<file path="src/rtl/csi2tx_p2b_ctrl_pkg.sv">
// Shared types for the CSI-2 pixel-to-byte sequencer:
// data type codes, FSM states and decoded DT info.
package csi2tx_p2b_ctrl_pkg;

  localparam logic [5:0] DT_RAW6  = 6'h28;
  localparam logic [5:0] DT_RAW7  = 6'h29;
  localparam logic [5:0] DT_RAW8  = 6'h2A;
  localparam logic [5:0] DT_RAW10 = 6'h2B;
  localparam logic [5:0] DT_RAW12 = 6'h2C;
  localparam logic [5:0] DT_RAW14 = 6'h2D;

  typedef enum logic [2:0] {
    S_IDLE,
    S_WAIT_SOL,
    S_ACTIVE,
    S_EOL,
    S_DROP
  } state_t;

  // en is one-hot {raw14,raw12,raw10,raw8,raw7,raw6}
  typedef struct packed {
    logic       ok;
    logic [5:0] en;
    logic [3:0] bpp;
    logic [4:0] gm1;
  } dt_info_t;

endpackage

</file>
<file path="src/rtl/csi2tx_p2b_dt_decode.sv">
// Combinational DT decode: support flag, converter
// one-hot, bits per pixel and packing group size - 1.
module csi2tx_p2b_dt_decode
  import csi2tx_p2b_ctrl_pkg::*;
(
  input  logic [5:0] dt,
  output dt_info_t   info
);

  always_comb begin
    info = '0;
    unique case (1'b1)
      (dt == DT_RAW6):  info = '{1'b1, 6'b000001, 4'd6,  5'd15};
      (dt == DT_RAW7):  info = '{1'b1, 6'b000010, 4'd7,  5'd31};
      (dt == DT_RAW8):  info = '{1'b1, 6'b000100, 4'd8,  5'd3};
      (dt == DT_RAW10): info = '{1'b1, 6'b001000, 4'd10, 5'd15};
      (dt == DT_RAW12): info = '{1'b1, 6'b010000, 4'd12, 5'd7};
      (dt == DT_RAW14): info = '{1'b1, 6'b100000, 4'd14, 5'd15};
      default:          info = '0;
    endcase
  end

endmodule

</file>
<file path="src/rtl/csi2tx_p2b_ctrl.sv">
// Pixel-to-byte sequencer: line framing, converter enable,
// group pixel counter, bit accumulator and word count check.
module csi2tx_p2b_ctrl
  import csi2tx_p2b_ctrl_pkg::*;
#(
  parameter int WC_W = 16
) (
  input  logic            clk,
  input  logic            rst,
  input  logic            cfg_en,
  input  logic [5:0]      cfg_dt,
  input  logic [WC_W-1:0] cfg_wc,
  input  logic            sensor_pixel_vld,
  output logic [4:0]      pixel_cnt,
  output logic            pixel_data_vld,
  output logic            sensor_pixel_vld_falling_edge,
  output logic [5:0]      convrn_en,
  output logic [WC_W-1:0] line_byte_cnt,
  output logic            line_done,
  output logic            wc_err,
  output logic            dt_err,
  output logic            busy
);

  localparam int AW = WC_W + 3;

  state_t          state;
  dt_info_t        info;
  logic            vld_d;
  logic [AW-1:0]   acc;
  logic [3:0]      bpp_lat;
  logic [4:0]      gm1_lat;
  logic [5:0]      en_q;
  logic [WC_W-1:0] wc_lat;

  logic            sol;
  logic            eol;
  logic            sol_go;
  logic            accept;
  logic            reject;
  logic [AW:0]     acc_sum;
  logic [AW-1:0]   acc_nxt;
  logic [WC_W:0]   byte_full;
  logic            ovf;
  logic [WC_W-1:0] byte_nxt;
  logic [4:0]      cnt_nxt;

  csi2tx_p2b_dt_decode u_dec (
    .dt   (cfg_dt),
    .info (info)
  );

  assign sol    = sensor_pixel_vld & ~vld_d;
  assign eol    = vld_d & ~sensor_pixel_vld;
  assign sol_go = sol & cfg_en &
                  ((state == S_WAIT_SOL) | (state == S_EOL));
  assign accept = sol_go & info.ok;
  assign reject = sol_go & ~info.ok;

  // Accumulator saturates; all-ones marks an overflowed line
  assign acc_sum   = {1'b0, acc} + (AW+1)'(bpp_lat);
  assign acc_nxt   = acc_sum[AW] ? '1 : acc_sum[AW-1:0];
  assign byte_full = {1'b0, acc[AW-1:3]} + (WC_W+1)'(|acc[2:0]);
  assign ovf       = (&acc) | byte_full[WC_W];
  assign byte_nxt  = ovf ? '1 : byte_full[WC_W-1:0];
  assign cnt_nxt   = (pixel_cnt == gm1_lat) ? 5'd0 : pixel_cnt + 5'd1;

  assign pixel_data_vld = accept |
                          ((state == S_ACTIVE) & sensor_pixel_vld);
  assign sensor_pixel_vld_falling_edge = (state == S_ACTIVE) & eol;
  assign convrn_en = accept ? info.en : en_q;
  assign busy = (state == S_ACTIVE) | (state == S_EOL) |
                (state == S_DROP);

  always_ff @(posedge clk) begin
    if (rst) begin
      state         <= S_IDLE;
      vld_d         <= 1'b1;
      acc           <= '0;
      pixel_cnt     <= '0;
      bpp_lat       <= '0;
      gm1_lat       <= '0;
      en_q          <= '0;
      wc_lat        <= '0;
      line_byte_cnt <= '0;
      line_done     <= 1'b0;
      wc_err        <= 1'b0;
      dt_err        <= 1'b0;
    end else begin
      vld_d     <= sensor_pixel_vld;
      line_done <= 1'b0;
      wc_err    <= 1'b0;
      dt_err    <= 1'b0;
      unique case (state)
        S_IDLE: begin
          if (cfg_en) state <= S_WAIT_SOL;
        end
        S_WAIT_SOL, S_EOL: begin
          if (accept) begin
            state     <= S_ACTIVE;
            bpp_lat   <= info.bpp;
            gm1_lat   <= info.gm1;
            en_q      <= info.en;
            wc_lat    <= cfg_wc;
            pixel_cnt <= 5'd1;
            acc       <= AW'(info.bpp);
          end else if (reject) begin
            state  <= S_DROP;
            dt_err <= 1'b1;
          end else begin
            state <= cfg_en ? S_WAIT_SOL : S_IDLE;
          end
        end
        S_ACTIVE: begin
          if (sensor_pixel_vld) begin
            pixel_cnt <= cnt_nxt;
            acc       <= acc_nxt;
          end else begin
            state         <= S_EOL;
            line_done     <= 1'b1;
            line_byte_cnt <= byte_nxt;
            wc_err        <= ovf | (byte_nxt != wc_lat);
            pixel_cnt     <= '0;
            acc           <= '0;
            en_q          <= '0;
          end
        end
        S_DROP: begin
          if (eol) state <= cfg_en ? S_WAIT_SOL : S_IDLE;
        end
        default: state <= S_IDLE;
      endcase
    end
  end

endmodule

</file>
<file path="config.mk">
export PLATFORM = sky130hd
export DESIGN_NAME = csi2tx_p2b_ctrl
export DESIGN_NICKNAME = d
export VERILOG_FILES = /design/src/rtl/csi2tx_p2b_ctrl_pkg.sv /design/src/rtl/csi2tx_p2b_dt_decode.sv /design/src/rtl/csi2tx_p2b_ctrl.sv
export SDC_FILE = /design/constraint.sdc
export NUM_CORES = 1
export LEC_CHECK = 0
export ABC_AREA = 0
export CAP_MARGIN = 20
export CORE_MARGIN = 5
export CORE_UTILIZATION = 59
export DETAILED_ROUTE_END_ITERATION = 12
export GPL_TIMING_DRIVEN = 0
export PLACE_DENSITY = 0.85
export SLEW_MARGIN = 25
export SYNTH_ARGS = -nofsm -noshare
export SYNTH_HDL_FRONTEND = slang
export SYNTH_SLANG_ARGS = --single-unit
export TNS_END_PERCENT = 20
</file>
<file path="constraint.sdc">
create_clock -name clk -period 4.5 [get_ports clk]
set_input_delay 0.9 -clock clk [delete_from_list [all_inputs] [get_ports clk]]
set_output_delay 0.9 -clock clk [all_outputs]
set_load 0.01 [all_outputs]
</file>
Word-level counts from Yosys, hierarchy flattened:

Index checks and enable logic that the tools add are counted.

* memories kept: 0
* latch bits: 0
* flip-flop bits (word level): 78
* bits in read-only memories: 0
* RAM bits: 0
* word-level logic and storage cells: 85

* shifts and indexed selects: 0
* div/mod/pow operators: 0
* add/subtract/negate cells: 3
* multiply operators: 0
* mux-type cells: 22
* reductions and logical operators: 13
* eq/ne operators: 16
* bitwise operators: 19
* magnitude comparators: 0

Operators with widths (count)
* $pmux W16 S6: 1
* $mux W19: 3
* $pmux W19 S2: 1
* $eq A6 B6 Y1 const B: 6
* $add A19 B4 Y20: 1
* $reduce_and A19 Y1: 1
* $add A16 B1 Y17: 1
* $mux W16: 1
* $ne A16 B16 Y1: 1
* $mux W3: 5
* $mux W5: 3
* $mux W6: 2
* $pmux W3 S4: 1
* $pmux W6 S2: 1
* $pmux W5 S2: 1
* $reduce_or A3 Y1: 3
* $and A1 B1 Y1: 8
* $ne A2 B2 Y1 const B: 4
* $reduce_and A2 Y1: 4
* $eq A3 B2 Y1 const B: 2
* $or A1 B1 Y1: 6
* $add A5 B1 Y5 const B: 1
* $eq A5 B5 Y1: 1
* $not A1 Y1: 5
* 7 further kinds: 10

Longest topological paths before layout:

Gate-level depths: netlist (run 1).

* depth after elaboration: 8
* gate-level depth with buffers: 11
* mapped depth without buffers: 10

By module:

A second synthesis (run 1) with hierarchy kept.

* cell total of the unflattened synthesis: 562
* area, all modules: 4345.4 µm²

By module, submodules not included
* csi2tx_p2b_ctrl: seq. area each 1561.5 µm², area each 4156.5 µm², cells an instance 534, times used 1
* csi2tx_p2b_dt_decode: seq. area each 0.0 µm², area each 188.9 µm², cells an instance 28, times used 1

Worst setup path before layout (run 1):

Ideal clock, no wire load.

* kind: input-to-output
* start: input sensor_pixel_vld
* end: output pixel_data_vld
* path buffers: 3
* data arrival time: 2095 ps
* data required time: 3600 ps
* slack: 1505 ps
* cell stages on the path: 7
* cell sequence: nor2b_1 > and3_1 > clkbuf_1 > nand2_1 > clkbuf_1 > clkbuf_1 > nand2_1

* word-level cells in the longest chain between the ends: 5
* elaborated cells on any way between the ends: 6
* classes of those cells: 6 x bitwise

RTL lines
* from (decl): line csi2tx_p2b_ctrl.sv:13 `input logic sensor_pixel_vld,`
* $and A1 B1 Y1: line csi2tx_p2b_ctrl.sv:53 `assign sol = sensor_pixel_vld & ~vld_d;`
* $and A1 B1 Y1 (2 in series): line csi2tx_p2b_ctrl.sv:55 `assign sol_go = sol & cfg_en &`
* $and A1 B1 Y1: line csi2tx_p2b_ctrl.sv:57 `assign accept = sol_go & info.ok;`
* $or A1 B1 Y1 (*): line csi2tx_p2b_ctrl.sv:68 `assign pixel_data_vld = accept |`
* to (decl): line csi2tx_p2b_ctrl.sv:15 `output logic pixel_data_vld,`

Mark *: on every way between the ends. The rest lies on a longest branch, timed or not.

Worst setup path in the final report (run 1):

Same ends and word-level chain as after synthesis.

==> results.toml, run 1 <==
[timing]
fmax_mhz = 231
finalSetupTns_ns = 0
worst_clock_skew_ns = 0.0102
hold_viol_final = 0
worst_slack_ns = 0.172
slew_headroom = 0.294
finalCriticalPeriod_ns = 4.33
whs_ns = 0.475
fin_crit_sh = 0.962
rsz0062_at_grt = "no"
max_slew.worst_pin.slew_ns = 1.05
final-setup-viol-count = 0
final_max_slew_viol_count = 0

[clock_network]
cts_max_level = 3
clock-sinks = 75
cts_tree = "built"
clk_latency_ns = 0.35
cts_buffers = 9
root_buffer = "clkbuf_8"
path_clk_slew_ns = 0.08
clock_path_buffers = 2

[status]
status = "complete, no violations"

[synthesis]
syn_nets = 563
ys_types = 63
synth.top_cell.area_share = 0.361
synth_cells = 529
yosys.area.top_type = "dfxtp_1"
synth_area_leaders = "dfxtp_1 (36%), nand2_1 (7.0%), a21oi_1 (5.8%)"
ys_async_sr_fraction = 0
synth_edf_count = 0
synthTopCellsByCount = "nand2_1 (77), dfxtp_1 (75), a21oi_1 (48), nor2_1 (48), o21ai_0 (41)"
ys_warn_count = 0
yosysSeqAreaShare = 0.361
syn_avg_cell_area_um2 = 7.85
synth.most_common_cell = "nand2_1"
ys_seq_elements = 75
syn-cell-area_um2 = 4160
synth_ff_type = "dfxtp_1"

[floorplanning]
rows = 30
io_pins = 59
fp.coreArea_um2 = 6830
die_area_um2 = 8820
die_w_um = 93.9
die_height_um = 93.9
start_util = 0.608

[worst_setup_path]
cp-end-kind = "primary output"
endpoint = "pixel_data_vld"
r2r-start = "acc[1]$_SDFFE_PP0P_"
reg2reg_setup_slack_ns = 1.47
crit_type = "input pin to primary output"
worst-path-max-fanout = 10
r2r_cells = 10
required_ns = 3.60
r2r_end = "wc_err$_SDFF_PP0_"
crit_arrival_ns = 3.43
crit_start = "sensor_pixel_vld"
critPathLaunchType = "input pin"

[place]
dp_cells = 682
dpl.hpwl_mm = 9.04
numPortBuffers = 57
pre_cts_slack_ns = 0.0314
place.gp.congestion = 0.936

[power]
pwr-share-clk = 0.425
pwr-share-seq = 0.532
leakage_nw = 1.78
powerDensity_nw_per_um2 = 248
p_comb_frac = 0.043
p_sw_mw = 0.291
vdd_drop_max_mv = 0.191
intPower_mw = 0.962
p_sw_frac = 0.232

[global_routing]
grt_pass1_wl_mm = 19.3
antenna_found_initial = 0
grt_pass1_vias = 4117
grt_max_degree = 14
grt_usage = 0.278
overflow = 0

[route]
wl_per_cell_um = 17.4
drt_iter0_markers = 334
wirelength_mm = 12.2
drc = 0
drtPass1Iterations = 6
viasPerCell = 6.15
ant_nets = 0
dr_total_vias = 4292

[hold_path]
min_path_cells = 2
min_from = "en_q[0]$_SDFFE_PP0P_"
hp-class = "register to register"

[job]
cap_violations = 0

[layout]
multi_input_area_um2 = 2430
area_growth_pct = 21.5
nets = 631
stdcell_count = 698
drive_gt1_frac = 0.0847
nFillCells = 550
diodes = 0
final_util = 0.739
seqCellArea_um2 = 1500
## per-stage QoR
step	power, mW	instance area, um^2
final	1.25	5050
after global routing	1.30	5050
after CTS	1.25	5050
after detailed placement	0.735	4850
after global placement	0.734	4850
after floorplan	0.702	4160
## cells in the final DEF (no fill, tap or decap), types with 5 or more instances in the layout
| cell | instances |
|---|---|
| clkdlybuf4s50_1 | 57 |
| clkbuf_8 | 10 |
| nor3_1 | 33 |
| clkbuf_1 | 21 |
| a311oi_1 | 6 |
| buf_4 | 5 |
| nand4_1 | 9 |
| inv_1 | 7 |
| o21ai_0 | 41 |
| buf_2 | 7 |
| ha_1 | 7 |
| nand3_1 | 21 |
| nor2_1 | 48 |
| nand2_1 | 77 |
| a21oi_1 | 48 |
| dfxtp_1 | 75 |
| xnor2_1 | 20 |
| and3_1 | 5 |
| xor2_1 | 9 |
| a31oi_1 | 10 |
## cell type report
type,count,share of cell area
clock inverter,6,0.0126
sequential,75,0.297
clock buffer,10,0.0273
inverter,7,0.00520
multi-input combinational,410,0.482
buffer,37,0.0389
tap,96,0.0238
timing repair buffer,57,0.113
## sequential cells by signal, indices dropped and copies added (netlist names)
name	cells
pixel_cnt	5
dt_err	1
line_byte_cnt	16
vld_d	1
wc_err	1
en_q	6
wc_lat	16
line_done	1
bpp_lat	4
gm1_lat	2
state	3
acc	19
## cell families after synthesis
group	after synthesis	share of synthesized area
multiplexers	2	0.00482
flip-flops	75	0.361
adder cells (fa/ha/maj)	8	0.0259
AO/OA/AOI/OAI	134	0.195
buffers and inverters	44	0.0533
XOR/XNOR	32	0.0786
AND/OR/NAND/NOR	234	0.281
## worst max-delay path: stages
cell and delay [ns]:
clkdlybuf4s50_1 0.59, nor2b_1 0.26, and3_1 0.18, clkbuf_1 0.23
nand2_1 0.11, clkbuf_1 0.24, buf_2 0.28, nand2_1 0.09
clkdlybuf4s50_1 0.54
## per-layer routing
metal  track usage  part of all wire
met4         0.132             0.041
met2         0.464              0.48
met5             0                 0
met3        0.0681             0.085
met1         0.334              0.39
## power groups by stage
stage	clock (mW)	sequential, mW	combinational [mW]
after floorplan	0	0.682	0.0198
after global placement	0	0.682	0.0516
after detailed placement	0	0.682	0.0527
after CTS	0.530	0.667	0.0529
after global routing	0.573	0.667	0.0569
final	0.532	0.667	0.0539
## worst min path at each step
stage / slack (ns) / to
floorplan: 0.44 / wc_lat[15]$_SDFFE_PP0P_
global placement: 0.46 / bpp_lat[3]$_SDFFE_PP0P_
detailed placement: 0.46 / en_q[0]$_SDFFE_PP0P_
CTS: 0.47 / en_q[0]$_SDFFE_PP0P_
global route: 0.49 / en_q[1]$_SDFFE_PP0P_
finish: 0.48 / en_q[0]$_SDFFE_PP0P_
## what timing repair did
action,CTS,global route
hold endpoints to repair,0,0
resized for setup,0,3
endpoints found under the setup margin,0,1
hold buffers,0,0
setup buffers,0,0
Power figures use the tool's default switching activity.
==> inputs of run 2 (changes only) <==
- clock period: 4.5 -> 5.23 ns (I/O delays scaled with it)
==> results.toml, run 2 (synthesized netlist as in run 1, its figures left out) <==
[timing]
worst_slack_ns = 0.424
rsz0062_at_grt = "no"
max_slew.worst_pin.slew_ns = 1.05
finalSetupTns_ns = 0
final-setup-viol-count = 0
fin_crit_sh = 0.919
hold_viol_final = 0
fmax_mhz = 208
finalCriticalPeriod_ns = 4.81
final_max_slew_viol_count = 0
worst_clock_skew_ns = 0.0103
slew_headroom = 0.295

[layout]
nets = 631
largest_reg_flops = 19
top_regs = "acc (19), line_byte_cnt (16), wc_lat (16)"
layout_commonest_cell = "nand2_1"
drive_gt1_frac = 0.0831
layout_common_cells = "nand2_1 (77), dfxtp_1 (75), clkdlybuf4s50_1 (57)"
area_growth_pct = 21.5
regMostFlops = "acc"
multi_input_area_um2 = 2430
nFillCells = 550
diodes = 0
stdcell_count = 698
final_util = 0.739
seqCellArea_um2 = 1500

[clock_network]
clock_path_buffers = 2
cts_max_level = 3
clk_latency_ns = 0.35
path_clk_slew_ns = 0.08
postCtsHoldBufs = 0
postCtsSetupRepairBufs = 0
cts_tree = "built"
root_buffer = "clkbuf_8"
cts_resized = 0
clock-sinks = 75
cts_buffers = 9

[job]
cap_violations = 0

[power]
powerDensity_nw_per_um2 = 214
vdd_drop_max_mv = 0.165
total_power_mw = 1.08
leakage_nw = 1.78

[route]
viasPerCell = 6.21
drt_iter0_markers = 340
ant_nets = 0
drtPass1Iterations = 5
wl_per_cell_um = 17.4
drc = 0
dr_total_vias = 4337
wirelength_mm = 12.2

[hold_path]
hp-class = "register to register"

[floorplanning]
fp.coreArea_um2 = 6830
die_w_um = 93.9
die_area_um2 = 8820
rows = 30
start_util = 0.608
io_pins = 59
die_height_um = 93.9

[worst_setup_path]
crit_type = "input pin to primary output"
required_ns = 4.18
worst-path-max-fanout = 10
cp-end-kind = "primary output"
critPathLaunchType = "input pin"
crit_arrival_ns = 3.76

[place]
dp_cells = 682
dpl.hpwl_mm = 9.04
numPortBuffers = 57
place.gp.congestion = 0.936
pre_cts_slack_ns = 0.469

[global_routing]
antenna_found_initial = 0
grt_usage = 0.278
grt_pass1_vias = 4117
grt_pass1_wl_mm = 19.3
overflow = 0
grt_max_degree = 14

[status]
status = "complete, no violations"
[run 2: cell count changes in the layout (fill, tap and decap cells not counted)]
cell,before,now
buf_2,7,6
clkbuf_1,21,22
[run 2: layout make-up]
type,count,area share
Multi-Input combinational cell,410,0.482
Sequential cell,75,0.297
Timing Repair Buffer,57,0.113
Buffer,37,0.0387
Clock buffer,10,0.0273
Tap cell,96,0.0238
Clock inverter,6,0.0126
Inverter,7,0.00521
[run 2: metal layers]
layer | global-route usage | vias up | wire length, um
li1 | - | 2026 | -
met1 | 0.334 | 1985 | 4730
met2 | 0.464 | 269 | 5830
met3 | 0.0681 | 57 | 1090
met4 | 0.132 | 0 | 524
met5 | 0 | - | 0
[run 2: power by group]
part	internal [mW]	switching (mW)	total, mW
clock	0.233	0.225	0.458
sequential	0.572	0.00183	0.574
combinational	0.0221	0.0244	0.0465
total	0.827	0.251	1.08
[run 2: path summary, 6_finish.rpt]
path / start / end / slack [ns] / cells past startpoint
setup / recovery: sensor_pixel_vld / pixel_data_vld / 0.42 / 9
hold / removal: en_q[0]$_SDFFE_PP0P_ / en_q[0]$_SDFFE_PP0P_ / 0.48 / 2
setup reg to reg: acc[1]$_SDFFE_PP0P_ / wc_err$_SDFF_PP0_ / 2.19 / 10
hold reg to reg: en_q[0]$_SDFFE_PP0P_ / en_q[0]$_SDFFE_PP0P_ / 0.48 / 2
[run 2: worst max-delay path, cell delays in order]
cell	delay, ns
clkdlybuf4s50_1	0.52
nor2b_1	0.21
and3_1	0.18
clkbuf_1	0.16
nand2_1	0.11
clkbuf_1	0.36
clkbuf_1	0.55
nand2_1	0.10
clkdlybuf4s50_1	0.50
[run 2: stage by stage]
step,area (um^2),hold slack [ns]
finish,5050,0.476
global route,5050,0.494
detailed placement,4850,0.463
global placement,4850,0.455
CTS,5050,0.474
floorplan,4160,0.437
